File: src/rtl/freq_meter.sv
// Gated frequency / period meter: counts rising edges of an asynchronous signal
// over a fixed window of clk cycles and times the spacing between consecutive edges.
module freq_meter #(
    parameter int GATE_CYCLES = 50000000,
    parameter int CNT_W       = 26,
    parameter int PER_W       = 26
) (
    input  logic             clk,
    input  logic             reset,
    input  logic             en,
    input  logic             sig_in,
    output logic [CNT_W-1:0] edge_count,
    output logic             valid,
    output logic             overflow,
    output logic [PER_W-1:0] period,
    output logic             period_valid
);
    localparam int               TMR_W    = (GATE_CYCLES > 1) ? $clog2(GATE_CYCLES) : 1;
    localparam logic [TMR_W-1:0] TMR_LAST = TMR_W'(GATE_CYCLES - 1);
    localparam logic [CNT_W-1:0] CNT_MAX  = '1;
    localparam logic [PER_W-1:0] PER_MAX  = '1;

    typedef enum logic {IDLE, GATE} state_t;

    state_t           state;
    state_t           state_next;
    logic             counting;
    logic             s1;
    logic             s2;
    logic             s3;
    logic             rise;
    logic [TMR_W-1:0] timer;
    logic [CNT_W-1:0] acc;
    logic             win_ovf;
    logic [PER_W-1:0] per_cnt;
    logic             have_prev;
    logic             acc_full;
    logic             window_end;

    // s1/s2 resynchronise sig_in; s3 keeps the previous sample for edge detection
    always_ff @(posedge clk or negedge reset) begin
        if (!reset) begin
            s1 <= 1'b0;
            s2 <= 1'b0;
            s3 <= 1'b0;
        end else begin
            s1 <= sig_in;
            s2 <= s1;
            s3 <= s2;
        end
    end

    assign rise       = s2 & ~s3;
    assign acc_full   = (acc == CNT_MAX);
    assign window_end = (timer == TMR_LAST);

    always_ff @(posedge clk or negedge reset) begin
        if (!reset) begin
            state <= IDLE;
        end else begin
            state <= state_next;
        end
    end

    always_comb begin
        state_next = state;
        counting   = 1'b0;
        case (state)
            IDLE: begin
                if (en) begin
                    state_next = GATE;
                end
            end
            GATE: begin
                if (en) begin
                    counting = 1'b1;
                end else begin
                    state_next = IDLE;
                end
            end
            default: state_next = IDLE;
        endcase
    end

    // A cycle with en low in GATE is already leaving, so it discards like IDLE does
    always_ff @(posedge clk or negedge reset) begin
        if (!reset) begin
            timer        <= '0;
            acc          <= '0;
            win_ovf      <= 1'b0;
            per_cnt      <= '0;
            have_prev    <= 1'b0;
            edge_count   <= '0;
            overflow     <= 1'b0;
            period       <= '0;
            valid        <= 1'b0;
            period_valid <= 1'b0;
        end else begin
            valid        <= 1'b0;
            period_valid <= 1'b0;
            if (counting) begin
                if (window_end) begin
                    timer      <= '0;
                    edge_count <= (rise && !acc_full) ? acc + 1'b1 : acc;
                    overflow   <= win_ovf | (rise & acc_full);
                    valid      <= 1'b1;
                    acc        <= '0;
                    win_ovf    <= 1'b0;
                end else begin
                    timer <= timer + 1'b1;
                    if (rise) begin
                        if (acc_full) begin
                            win_ovf <= 1'b1;
                        end else begin
                            acc <= acc + 1'b1;
                        end
                    end
                end

                // per_cnt restarts at 1 so the next rise reports the full edge-to-edge distance
                if (rise) begin
                    if (have_prev) begin
                        period       <= per_cnt;
                        period_valid <= 1'b1;
                    end
                    per_cnt   <= PER_W'(1);
                    have_prev <= 1'b1;
                end else if (per_cnt != PER_MAX) begin
                    per_cnt <= per_cnt + 1'b1;
                end
            end else begin
                timer     <= '0;
                acc       <= '0;
                win_ovf   <= 1'b0;
                per_cnt   <= '0;
                have_prev <= 1'b0;
            end
        end
    end

endmodule
File: config.mk
export PLATFORM = sky130hd
export DESIGN_NAME = freq_meter
export DESIGN_NICKNAME = d
export VERILOG_FILES = /design/src/rtl/freq_meter.sv
export SDC_FILE = /design/constraint.sdc
export NUM_CORES = 1
export LEC_CHECK = 0
export ABC_AREA = 1
export CAP_MARGIN = 20
export CORE_MARGIN = 3
export CORE_UTILIZATION = 55
export CTS_CLUSTER_DIAMETER = 100
export CTS_CLUSTER_SIZE = 12
export DETAILED_ROUTE_END_ITERATION = 12
export PLACE_DENSITY = 0.81
export SYNTH_ARGS = -nofsm -noshare
export SYNTH_HDL_FRONTEND = slang
export SYNTH_SLANG_ARGS = --single-unit
File: constraint.sdc
create_clock -name clk -period 2.2 [get_ports clk]
set_clock_uncertainty 0.1 [all_clocks]
set_input_delay 0.22 -clock clk [delete_from_list [all_inputs] [get_ports clk]]
set_output_delay 0.22 -clock clk [all_outputs]
set_load 0.05 [all_outputs]
==> results by group <==
Outcome
  • Status: complete, no violations

Yosys
  • Synth warnings: 0
  • EDFF count, synth: 0
  • Main flop type after synthesis: dfrtp_1
  • Post-synth top area cell: dfrtp_1
  • Sequential cell area fraction in the yosys report: 49.4%
  • Top cell type's share of synthesized area: 49.4%
  • Syn nets: 906
  • Post-synthesis cell count: 898
  • Synth area leaders: dfrtp_1, nand2_1, nor2_1, nand3_1, inv_1
  • Async SR Flop Fraction: 100%
  • Yosys reg bits: 139
  • Count of cell types in the netlist: 41
  • Mapped Area: 7040 µm²
  • Avg Cell Area, Syn: 7.84 µm²

Pwr
  • Leakage: 3.94 nW
  • Worst vdd ir: 0.000607 V
  • PwrDens: 720 nW/µm²

Finish
  • Layout Cells excl Fill: 1158
  • # nets final: 986
  • Layout cells sized above 1: 9.60%
  • Final core occ: 69.4%
  • Ant. Diodes: 0
  • Fillers: 985
  • Commonest non-fill, non-tap cells in the layout: nand2_1, dfrtp_1, nor2_1
  • Synth-to-layout area growth: 20.9%
  • Most common library cell in the layout ignoring fill and taps: nand2_1

Die
  • Die width: 119 µm
  • Die Area: 14200 µm²
  • Num rows: 40
  • Die H: 119 µm
  • Initial core utilization: 57.4%
  • IO Pins: 59
  • Area of the core: 12300 µm²

Global route
  • Initial antenna violation count: 0
  • GRT Overall Usage: 25.3%
  • Grt ovf: 0
  • GRT busiest layer: met2
  • Routing usage on met1: 33.5%
  • Largest net degree at the start of global routing: 55
  • Met3 GRT Util: 5.94%
  • Vias in the first global route: 6126
  • Met2 Resource Use GR: 39.5%
  • First-pass GRT wire length: 28.9 mm

Routing
  • Post-Route WL: 17.0 mm
  • DRT iter0 DRCs: 515
  • Via count: 6256
  • # DRC: 0
  • Remaining antenna violation count after routing: 0
  • Vias/cell: 5.40
  • First-pass DRT Iterations: 5
  • Average wire per standard cell: 14.7 µm

Setup path
  • Arrival @ worst endpoint: 2.23 ns
  • Crit Path Category: reg2reg
  • Setup slack, reg-to-reg: 0.17 ns
  • Worst r2r src: acc[0]
  • Worst Reg-to-Reg Cells: 11
  • CP max FO: 13
  • Crit. End Element: flop
  • CP Launch Type: flop
  • Worst EP required: 2.40 ns
  • Setup crit end: edge_count[13]
  • CP startpoint: acc[0]
  • Reg-to-reg critical path endpoint: edge_count[13]

Timing
  • Worst-margin pin slew: 0.574 ns
  • Worst hold slack: 0.129 ns
  • FMAX: 492 MHz
  • Final Slew Violations: 0
  • Setup Viol. Count Final: 0
  • Post-Route Setup TNS: 0 ns
  • RSZ-0062 raised after global routing: false
  • Min Tclk post-route: 2.03 ns
  • Part of the cycle the worst path needs: 92.3%
  • Hold Violations, Final: 0
  • Fin worst setup slack: 0.169 ns
  • Slew margin rel.: 61.4%

Clock network
  • CTS tree: built
  • H-Tree Depth: 4
  • CTS resizes: 0
  • Sink Count: 139
  • Clock Latency Late Sink: 0.43 ns
  • Post-CTS Setup Repair Bufs: 0
  • Hold_buf cts: 1
  • CTS Buf Count: 17
  • Clk root buf: clkbuf_16
  • CTS max path bufs: 2
  • CTS clock-pin slew for the worst setup and hold paths: 0.06 ns

Hold path
  • Worst Hold Class: in2reg

Placed design
  • Dpl cells: 1126
  • HPWL after DPL: 12.0 mm
  • Pre-CTS WS: 0.186 ns
  • Placer Congestion: 1.04
  • I/O Buffers: 58

Run
  • Max Cap Viol: 0
worst max-delay path, stage by stage, from the launching register on:
cell and delay, ns:
dfrtp_1 0.42, ha_1 0.20, nand2_1 0.09, nor2_2 0.18, nand2_1 0.11, nor2_1 0.12, nand2_2 0.14, buf_4 0.22
nand2_1 0.07, nand2_1 0.06, nand2_1 0.11, o21ai_1 0.07
synthesized netlist by cell type (2+ instances only):
master    instances
a21o_1            2
a21oi_1          38
a31oi_1           2
buf_1             2
buf_2             3
buf_4             4
buf_6             7
clkbuf_1          6
dfrtp_1         139
ha_1              4
inv_1            78
mux2_1            3
mux2_2            6
nand2_1         265
nand2_2           3
nand2_4           2
nand3_1          74
nand3_2           3
nand3b_1          3
nand4_1          27
nor2_1          131
nor2_2            7
nor3_1           17
nor3_2            3
nor3_4            2
nor3b_1           2
o21ai_0          24
o21ai_1           7
o21ai_2           4
o21bai_1          2
or2_2             7
xnor2_1           4
xor2_1            9
worst min-delay path by stage:
stage | start | end | slack, ns | cells past startpoint
floorplan | reset | acc[0] | -0.18 | 0
finish | sig_in | s1 | 0.13 | 1
detailed placement | reset | period[13] | 0.10 | 1
CTS | sig_in | s1 | 0.12 | 1
global route | sig_in | s1 | 0.12 | 1
global placement | reset | period[10] | 0.10 | 1
state kept, by name (all words and copies together), names as in the netlist:
register      cells
acc              26
timer            26
edge_count       26
s3                1
per_cnt          26
state             1
overflow          1
s2                1
have_prev         1
period           26
s1                1
valid             1
period_valid      1
win_ovf           1
where the power goes:
group	switching, W	internal, W	leakage (nW)
Clock	0.00108	0.00192	0.300
Sequential	0.0000305	0.00262	1.92
Combinational	0.000340	0.000141	1.72
stage by stage:
stage / cell area [µm²] / power [W]
final: 8510 / 0.00613
after detailed placement: 7890 / 0.00317
after global routing: 8510 / 0.00631
after global placement: 7890 / 0.00317
after floorplan: 7040 / 0.00297
after CTS: 8510 / 0.00616
layout make-up:
cell class	instances	area [µm²]	area share, %
Sequential cell	139	3480	40.9
Clock inverter	11	169	1.98
Clock buffer	20	447	5.25
Inverter	79	297	3.48
Multi-Input combinational cell	657	3110	36.5
Timing Repair Buffer	84	805	9.45
Tap cell	168	210	2.47
logic make-up (layout without fill, tap and decap cells):
kind of cell             after synthesis  in the layout  synth area share (%)
AO/OA/AOI/OAI                         83             83                  6.54
XOR/XNOR                              13             13                  1.62
AND/OR/NAND/NOR                      548            548                  33.8
flip-flops                           139            139                  49.4
adder cells (fa/ha/maj)                4              4                 0.711
multiplexers                           9              9                  1.44
buffers and inverters                102            194                  6.47
per-layer routing:
metal	part of all wire (%)	up-vias
li1	-	3054
met1	44	2948
met2	47	211
met3	5.4	43
met4	3.3	0
met5	0	-
Power figures use the tool's default switching activity.
